--- config.mk ---
export PLATFORM = sky130hd
export DESIGN_NAME = etc1_decode
export DESIGN_NICKNAME = d
export VERILOG_FILES = /design/src/rtl/etc1_pkg.sv /design/src/rtl/etc1_channel.sv /design/src/rtl/etc1_decode.sv
export SDC_FILE = /design/constraint.sdc
export NUM_CORES = 1
export LEC_CHECK = 0
export ABC_AREA = 1
export CAP_MARGIN = 10
export CORE_ASPECT_RATIO = 0.75
export CORE_UTILIZATION = 25
export CTS_CLUSTER_DIAMETER = 120
export DETAILED_ROUTE_END_ITERATION = 16
export PLACE_DENSITY = 0.49
export SLEW_MARGIN = 20
export SYNTH_ARGS = -nofsm -noshare
export SYNTH_HDL_FRONTEND = slang
export SYNTH_SLANG_ARGS = --single-unit
--- constraint.sdc ---
create_clock -name clk -period 0.8 [get_ports clk]
set_input_delay 0.12 -clock clk [delete_from_list [all_inputs] [get_ports clk]]
set_output_delay 0.12 -clock clk [all_outputs]
set_load 0.01 [all_outputs]
--- src/rtl/etc1_pkg.sv ---
`default_nettype none
// ============================================================================
// Module   : etc1_pkg
// Brief    : Shared types, field positions, modifier table and colour
//            expansion helpers for the ETC1 block decoder.
// Revision : 1.0 - initial release
// ============================================================================
package etc1_pkg;

    // Decoded texel, packed so that {r, g, b} lines up with RGB888 [23:0]
    typedef struct packed {
        logic [7:0] r;
        logic [7:0] g;
        logic [7:0] b;
    } rgb888_t;

    // Colour byte positions inside the 64-bit block (MSB of each byte).
    // Each byte carries both sub-block colours for one channel.
    localparam int COLOR_R_MSB   = 63;
    localparam int COLOR_G_MSB   = 55;
    localparam int COLOR_B_MSB   = 47;
    localparam int COLOR_STRIDE  = 8;

    // Control word fields
    localparam int TABLE0_LSB    = 37;
    localparam int TABLE1_LSB    = 34;
    localparam int DIFF_BIT      = 33;
    localparam int FLIP_BIT      = 32;

    // Per-texel index planes (16 bits each, bit n belongs to texel n)
    localparam int IDX_MSB_BASE  = 16;
    localparam int IDX_LSB_BASE  = 0;
    localparam int IDX_PLANE_W   = 16;

    localparam int NUM_CHANNELS  = 3;
    localparam int NUM_TABLES    = 8;

    // Modifier magnitudes: [table][0] is the small step a, [table][1] the
    // large step b. The sign comes from the upper index bit.
    localparam logic [7:0] MOD_TABLE [NUM_TABLES][2] = '{
        '{8'd2,  8'd8  },
        '{8'd5,  8'd17 },
        '{8'd9,  8'd29 },
        '{8'd13, 8'd42 },
        '{8'd18, 8'd60 },
        '{8'd24, 8'd80 },
        '{8'd33, 8'd106},
        '{8'd47, 8'd183}
    };

    // 4-bit colour to 8 bits by nibble replication
    function automatic logic [7:0] expand4(input logic [3:0] v);
        return {v, v};
    endfunction

    // 5-bit colour to 8 bits by replicating the top three bits into the LSBs
    function automatic logic [7:0] expand5(input logic [4:0] v);
        return {v, v[4:2]};
    endfunction

endpackage : etc1_pkg
`default_nettype wire

--- src/rtl/etc1_channel.sv ---
`default_nettype none
// ============================================================================
// Module   : etc1_channel
// Brief    : One colour channel of the ETC1 decode: adds a signed modifier
//            to an 8-bit expanded base colour and clamps to 0..255.
// Revision : 1.0 - initial release
// ============================================================================
module etc1_channel (
    input  logic              [7:0] i_base,
    input  logic signed       [8:0] i_mod,
    output logic              [7:0] o_value
);

    // 10 bits holds 0..255 plus +/-183 with a spare sign bit, so the sum
    // can never wrap before the clamp looks at it.
    logic signed [9:0] w_sum;

    assign w_sum = $signed({2'b00, i_base}) + $signed({i_mod[8], i_mod});

    // Clamp: negative -> 0, above 255 (bit 8 set while non-negative) -> 255
    always_comb begin
        o_value = w_sum[7:0];
        if (w_sum[9]) begin
            o_value = 8'h00;
        end else if (w_sum[8]) begin
            o_value = 8'hFF;
        end
    end

endmodule : etc1_channel
`default_nettype wire

--- src/rtl/etc1_decode.sv ---
`default_nettype none
// ============================================================================
// Module   : etc1_decode
// Brief    : Decodes one texel (x, y) of a 64-bit ETC1 block to RGB888 with
//            a single registered output stage. No handshake; one texel per
//            clock; asynchronous active-low reset clears the output.
// Revision : 1.0 - initial release
// ============================================================================
module etc1_decode
    import etc1_pkg::*;
(
    input  logic        clk,
    input  logic        reset,
    input  logic [63:0] block,
    input  logic [1:0]  x,
    input  logic [1:0]  y,
    output logic [23:0] pixel
);

    // ------------------------------------------------------------------
    // Control fields
    // ------------------------------------------------------------------
    logic        w_diff;
    logic        w_flip;
    logic [2:0]  w_table0;
    logic [2:0]  w_table1;

    assign w_diff   = block[DIFF_BIT];
    assign w_flip   = block[FLIP_BIT];
    assign w_table0 = block[TABLE0_LSB +: 3];
    assign w_table1 = block[TABLE1_LSB +: 3];

    // ------------------------------------------------------------------
    // Sub-block selection and per-texel index
    // ------------------------------------------------------------------
    logic        w_sub1;
    logic [2:0]  w_table_sel;
    logic [3:0]  w_texel_n;
    logic [15:0] w_idx_msbs;
    logic [15:0] w_idx_lsbs;
    logic [1:0]  w_idx;

    assign w_idx_msbs = block[IDX_MSB_BASE +: IDX_PLANE_W];
    assign w_idx_lsbs = block[IDX_LSB_BASE +: IDX_PLANE_W];

    // Column-major texel number x*4+y, sub-block split along x or y
    always_comb begin
        w_texel_n   = {x, y};
        w_sub1      = w_flip ? y[1] : x[1];
        w_table_sel = w_sub1 ? w_table1 : w_table0;
        w_idx       = {w_idx_msbs[w_texel_n], w_idx_lsbs[w_texel_n]};
    end

    // ------------------------------------------------------------------
    // Base colours for both sub-blocks, per channel (0 = R, 1 = G, 2 = B)
    // ------------------------------------------------------------------
    logic [7:0] w_field   [NUM_CHANNELS];
    logic [7:0] w_base0   [NUM_CHANNELS];
    logic [7:0] w_base1   [NUM_CHANNELS];
    logic [7:0] w_base_ch [NUM_CHANNELS];

    // Expand each colour byte into the two sub-block bases for the active mode
    always_comb begin
        for (int c = 0; c < NUM_CHANNELS; c++) begin
            logic [4:0] v_delta5;
            logic [4:0] v_sum5;

            w_field[c] = block[COLOR_R_MSB - COLOR_STRIDE * c -: 8];

            // Differential: 5-bit base plus sign-extended 3-bit delta; the
            // 5-bit add wraps mod 32, which is the defined result for
            // out-of-range blocks.
            v_delta5 = {{2{w_field[c][2]}}, w_field[c][2:0]};
            v_sum5   = w_field[c][7:3] + v_delta5;

            if (w_diff) begin
                w_base0[c] = expand5(w_field[c][7:3]);
                w_base1[c] = expand5(v_sum5);
            end else begin
                w_base0[c] = expand4(w_field[c][7:4]);
                w_base1[c] = expand4(w_field[c][3:0]);
            end

            w_base_ch[c] = w_sub1 ? w_base1[c] : w_base0[c];
        end
    end

    // ------------------------------------------------------------------
    // Modifier: magnitude from the table, sign from idx[1]
    // ------------------------------------------------------------------
    logic [7:0]        w_mod_mag;
    logic signed [8:0] w_modifier;

    // Index 0/1 select +a/+b, 2/3 select -a/-b
    always_comb begin
        w_mod_mag  = MOD_TABLE[w_table_sel][w_idx[0]];
        w_modifier = $signed({1'b0, w_mod_mag});
        if (w_idx[1]) begin
            w_modifier = -$signed({1'b0, w_mod_mag});
        end
    end

    // ------------------------------------------------------------------
    // Channel add/clamp, one instance per colour channel
    // ------------------------------------------------------------------
    logic [7:0] w_out_ch [NUM_CHANNELS];

    for (genvar c = 0; c < NUM_CHANNELS; c++) begin : g_channel
        etc1_channel u_channel (
            .i_base  (w_base_ch[c]),
            .i_mod   (w_modifier),
            .o_value (w_out_ch[c])
        );
    end

    // ------------------------------------------------------------------
    // Output register
    // ------------------------------------------------------------------
    rgb888_t pixel_d;
    rgb888_t pixel_q;

    // Assemble the decoded texel for capture
    always_comb begin
        pixel_d   = '0;
        pixel_d.r = w_out_ch[0];
        pixel_d.g = w_out_ch[1];
        pixel_d.b = w_out_ch[2];
    end

    // Single pipeline stage; reset clears the output without a clock
    always_ff @(posedge clk or negedge reset) begin
        if (!reset) begin
            pixel_q <= '0;
        end else begin
            pixel_q <= pixel_d;
        end
    end

    assign pixel = pixel_q;

endmodule : etc1_decode
`default_nettype wire

-- Word level (Yosys, flattened, before mapping)
Memory sizes are Yosys's and may differ from the RTL's.
Index checks and enable logic that the tools add are counted.
- register bits: 24
- output and inout bits: 24
- ROM bits: 128
- memories kept: 1
- word-level logic and storage cells: 43
- memory list (name ; words ; width ; rd ports ; clocked after Yosys merged registers in ; write ports ; line ; source):
    (no name shown) ; 8 ; 16 ; 1 ; 0 ; 0 ; etc1_decode.sv:96 ; w_mod_mag = MOD_TABLE[w_table_sel][w_idx[0]];
- mux-type cells: 27
- bitwise operators: 2
- $lt $le $gt $ge: 3
- $add $sub $neg: 7
- operator list (kind ; count):
    two-way mux 8 bit ; 15
    two-way mux 16 bit ; 2
    adder 9 x 9 -> 10 bit ; 3
    adder 5 bit ; 3
    two-way mux 4 bit ; 3
    two-way mux 9 bit ; 1
    negator 8 -> 9 bit ; 1
    binary-select mux 1 bit (select 4 bit) ; 2
    < comparator 4 x 5 -> 1 bit, second input constant ; 1
    >= comparator 4 bit, second input constant ; 1
    inverter 3 -> 4 bit ; 1
    two-way mux 1 bit ; 3
    two-way mux 3 bit ; 1
    >= comparator 2 bit, second input constant ; 1
    inverter 1 -> 2 bit ; 1

-- Depth between registers and ports, before layout
- depth after elaboration: 14
- gate-level depth with buffers: 29
- depth with buffers taken out: 29

-- By module
From an unflattened synthesis, not the netlist that was laid out.
- cell total of the unflattened synthesis: 650
- area, all modules: 4151.5 um^2
- modules (own cells, without submodules) (module ; times used ; area each (um^2) ; cells an instance):
    etc1_decode ; 1 ; 2586.2 ; 380
    etc1_channel (g_channel[0].u_channel ...) ; 2 ; 524.3 ; 90
    etc1_channel (g_channel[1].u_channel) ; 1 ; 516.7 ; 90

-- Worst setup path before layout
OpenSTA, ideal clock, no wires.
- kind: input to register
- from: in y[1]
- to: reg pixel_q, in the netlist pixel[16]
- path buffers: 2
- data required time: 0.686 ns
- cell stages on the path: 25
- setup slack: -2.630 ns
- data arrival time: 3.317 ns
- cell sequence: buf_4 > nand2_2 > nand2_4 > buf_8 > nand2_1 > nand2_1 > ha_1 > nand2_1 > nand2_1 > nand3b_1 > nand2_2 > ha_1 > nand2_1 > o21ai_0 > fa_1 > nand2_1 > inv_1 > o21ai_0 > nand2_1 > nand3_2 > nand2_2 > nand2_2 > nand3_1 > nand2_1 > inv_1
- cells in the longest elaborated chain, start to end: 14
- ends and longest elaborated chain (element ; line ; source):
    start, declared ; etc1_decode.sv:16 ; input logic [1:0] y,
    two-way mux 1 bit ; etc1_decode.sv:49 ; w_sub1 = w_flip ? y[1] : x[1];
    two-way mux 3 bit ; etc1_decode.sv:50 ; w_table_sel = w_sub1 ? w_table1 : w_table0;
    inverter 3 -> 4 bit (not written as such) ; etc1_decode.sv:96 ;
    memory read (8 x 16 bit) ; - ;
    two-way mux 16 bit (not written as such) (2 in series) ; etc1_decode.sv:96 ;
    two-way mux 8 bit (not written as such) (3 in series) ; etc1_decode.sv:96 ;
    negator 8 -> 9 bit ; etc1_decode.sv:99 ; w_modifier = -$signed({1'b0, w_mod_mag});
    two-way mux 9 bit ; etc1_decode.sv:98 ; if (w_idx[1]) begin
    adder 9 x 9 -> 10 bit * ; etc1_channel.sv:18 ; assign w_sum = $signed({2'b00, i_base}) + $signed({i_mod[8], i_mod});
    two-way mux 8 bit ; etc1_channel.sv:25 ; end else if (w_sum[8]) begin
    two-way mux 8 bit * ; etc1_channel.sv:23 ; if (w_sum[9]) begin
    via g_channel[0].u_channel.o_value[0] ; etc1_channel.sv:11 ; output logic [7:0] o_value
    end signal, assigned ; etc1_decode.sv:135 ; pixel_q <= pixel_d;
    end, declared ; etc1_decode.sv:120 ; rgb888_t pixel_q;
Mark *: on every way through the listed nets, which the timed path passes. The rest lies on a longest branch. The select of a mux whose other input is x is not followed.

-- Worst setup path in the final report
- from: in x[1]
- to: reg pixel_q, in the netlist pixel[21]
- cells in the longest elaborated chain, start to end: 14
- ends and longest elaborated chain (element ; line ; source):
    start, declared ; etc1_decode.sv:15 ; input logic [1:0] x,
    two-way mux 1 bit ; etc1_decode.sv:49 ;
    two-way mux 3 bit ; etc1_decode.sv:50 ;
    inverter 3 -> 4 bit (not written as such) ; etc1_decode.sv:96 ;
    memory read (8 x 16 bit) ; - ;
    two-way mux 16 bit (not written as such) (2 in series) ; etc1_decode.sv:96 ;
    two-way mux 8 bit (not written as such) (3 in series) ; etc1_decode.sv:96 ;
    negator 8 -> 9 bit ; etc1_decode.sv:99 ;
    two-way mux 9 bit ; etc1_decode.sv:98 ;
    adder 9 x 9 -> 10 bit * ; etc1_channel.sv:18 ;
    two-way mux 8 bit ; etc1_channel.sv:25 ;
    two-way mux 8 bit * ; etc1_channel.sv:23 ;
    via g_channel[0].u_channel.o_value[5] ; etc1_channel.sv:11 ;
Marked as above.

==> results.sh <==
export IMPL_grt_pass1_wl_um=22400
export IMPL_arrival_ps=3120
export IMPL_cts_path_max_buffers=2
export IMPL_gp_congestion=0.839
export IMPL_dr_pass1_iters=4
export IMPL_ys_types=39
export IMPL_maxSlewViolCount=0
export IMPL_place_hpwl_um=11100
export IMPL_syn_inst=717
export IMPL_dp_cells=1160
export IMPL_worstPathMaxFanout=7
export IMPL_die_w_um=154
export IMPL_pwr_share_clk=0.067
export IMPL_rsz0062_at_grt="true"
export IMPL_drc_errors=0
export IMPL_antenna_left=0
export IMPL_clk_pin_slew_ps=60
export IMPL_worst_slack_ps=-2120
export IMPL_crit_buf_inv=6
export IMPL_power_frac_comb=0.811
export IMPL_power_frac_seq=0.122
export IMPL_synth_nets=827
export IMPL_fin_area_um2=7740
export IMPL_rows=41
export IMPL_worst_pin_slew_ps=502
export IMPL_io_pins=94
export IMPL_multiInputGateArea_um2=4070
export IMPL_portBuffers=93
export IMPL_hold_path_class="primary input to asynchronous set/reset pin"
export IMPL_ys_ff_latch=24
export IMPL_grt_overflow=0
export IMPL_wl_um=14000
export IMPL_die_area_um2=17900
export IMPL_nNetsFinal=1086
export IMPL_crit_path_end_kind="register"
export IMPL_cpPeakStageDelay_ps=320
export IMPL_path_depth=27
export IMPL_status="finished, violations left"
export IMPL_critPathRequiredTime_ps=1000
export IMPL_final_cells=1189
export IMPL_seq_area_um2=601
export IMPL_diodes=0
export IMPL_core_area_um2=16900
export IMPL_cts_root_buffer="clkbuf_16"
export IMPL_internal_power_mw=8.55
export IMPL_drt_initial_drc_count=188
export IMPL_grt_max_degree=26
export IMPL_vdd_drop_max_v=0.000980
export IMPL_slew_headroom=0.662
export IMPL_path_class="primary input to register"
export IMPL_cts_tree="done"
export IMPL_ctsHoldBuffers=0
export IMPL_track_usage=0.151
export IMPL_grt_pass1_vias=4930
export IMPL_vias_per_cell=4.39
export IMPL_synth_seq_area_share=0.138
export IMPL_dp_slack_ps=-2880
export IMPL_htreeDepth=1
export IMPL_drv_cap=0
export IMPL_avgSynthCellArea_um2=6.06
export IMPL_largest_reg_flops=24
export IMPL_crit_family="simple AND/OR/NAND/NOR gates"
export IMPL_cp_slowest_cell="ha_4"
export IMPL_switching_share=0.468
export IMPL_start_kind="primary input"
export IMPL_vias=5222
export IMPL_period_share=3.65
export IMPL_dieHeight_um=116
export IMPL_powerDensity_nw_per_um2=2080
export IMPL_clock_sinks=24
export IMPL_p_switching_mw=7.52
export IMPL_antenna_found_initial=0
export IMPL_start_util=0.257
export IMPL_cts_buffers=3
export IMPL_leakage_nw=4.02
export IMPL_place_area_um2=6800
export IMPL_ys_warn_count=0
export IMPL_setup_viol=48
export IMPL_syn_area_um2=4340
export IMPL_area_growth_pct=78.2
export IMPL_violations="negative setup slack"
export IMPL_final_hold_viol_count=0
export IMPL_fin_crit_ps=2920
export IMPL_drive_gt1_frac=0.456
export IMPL_critical_path_top_cell_by_count="nand2_4"
export IMPL_fmax_ghz=0.342
export IMPL_post_drt_wl_per_cell_um=11.8
export IMPL_fillers=1703
-- stage by stage --
step                TNS [ps]  utilization  total power, mW  hold slack [ps]
floorplan             -51110            -             8.06             -176
global placement      -72170        0.402             12.6              493
detailed placement    -72020        0.402             12.6              491
CTS                   -51560        0.420             14.1              216
global route          -56300        0.457             17.5              225
finish                -51650        0.457             16.1              213
-- synth_stat cells (all sizes together) --
cell | number | area, µm²
a22oi | 2 | 15.0
o21a | 4 | 30.0
o22ai | 10 | 62.6
or2 | 3 | 18.8
nand4 | 3 | 18.8
inv | 133 | 502
o32ai | 4 | 35.0
nand2 | 233 | 990
dfrtp | 24 | 601
ha | 34 | 425
a21oi | 27 | 135
fa | 6 | 120
nor2 | 48 | 218
o21ai | 43 | 245
buf | 6 | 57.5
clkinv | 2 | 8.75
and2 | 3 | 18.8
xnor2 | 4 | 35.0
xor2 | 7 | 61.3
nand3b | 2 | 15.0
nand3 | 109 | 688
a31oi | 2 | 12.5
clkbuf | 8 | 30.0
-- cells in the final DEF (no fill, tap or decap), drive strengths merged, types with 4 or more instances in the layout --
master	Yosys	routed
nand2	233	233
dlygate4sd2	0	13
buf	6	202
xnor2	4	4
o22ai	10	10
ha	34	34
o32ai	4	4
o21ai	43	43
o21a	4	4
inv	133	133
nand3	109	109
a21oi	27	27
xor2	7	7
fa	6	6
clkdlybuf4s50	0	51
nor2	48	48
dfrtp	24	24
-- final cells by class --
class                           count  area share
Multi-Input combinational cell    544       0.526
Timing Repair Buffer              268       0.284
Sequential cell                    24      0.0776
Inverter                          135      0.0679
Tap cell                          215      0.0348
Clock buffer                        3     0.00970
-- routing by layer --
layer	track usage	share of wire
met2	0.269	0.47
met4	0.0113	0.0051
met5	0	0
met1	0.201	0.49
met3	0.0252	0.039
-- path summary, 6_finish.rpt --
check,startpoint,end,slack [ps]
max,x[1],pixel[21],-2120
min,reset,pixel[21],210
min in group clk,block[56],pixel[16],800
max in group asynchronous,reset,pixel[13],440
-- cells by family after synthesis --
group	after synthesis	share of synthesized area
flops	24	0.138
xor+xnor	11	0.0222
compound gates	92	0.123
fa+ha+maj	40	0.126
buf+inv	149	0.138
simple gates	401	0.453
-- what timing repair did --
| item | 4_1_cts | 5_1_grt |
|---|---|---|
| setup buffers | 17 | 12 |
| setup endpoints to repair | 48 | 48 |
| pin swaps | 54 | 102 |
| resized for setup | 201 | 130 |
-- power by group through the flow --
stage	clock [mW]	sequential (mW)	combinational (mW)
2_1_floorplan	0	2.34	5.71
3_3_place_gp	0	2.01	10.6
3_5_place_dp	0	2.00	10.6
4_1_cts	1.10	1.96	11.0
5_1_grt	1.16	2.03	14.4
6_report	1.07	1.96	13.0
Note: power is estimated with default switching activity, not from simulation.
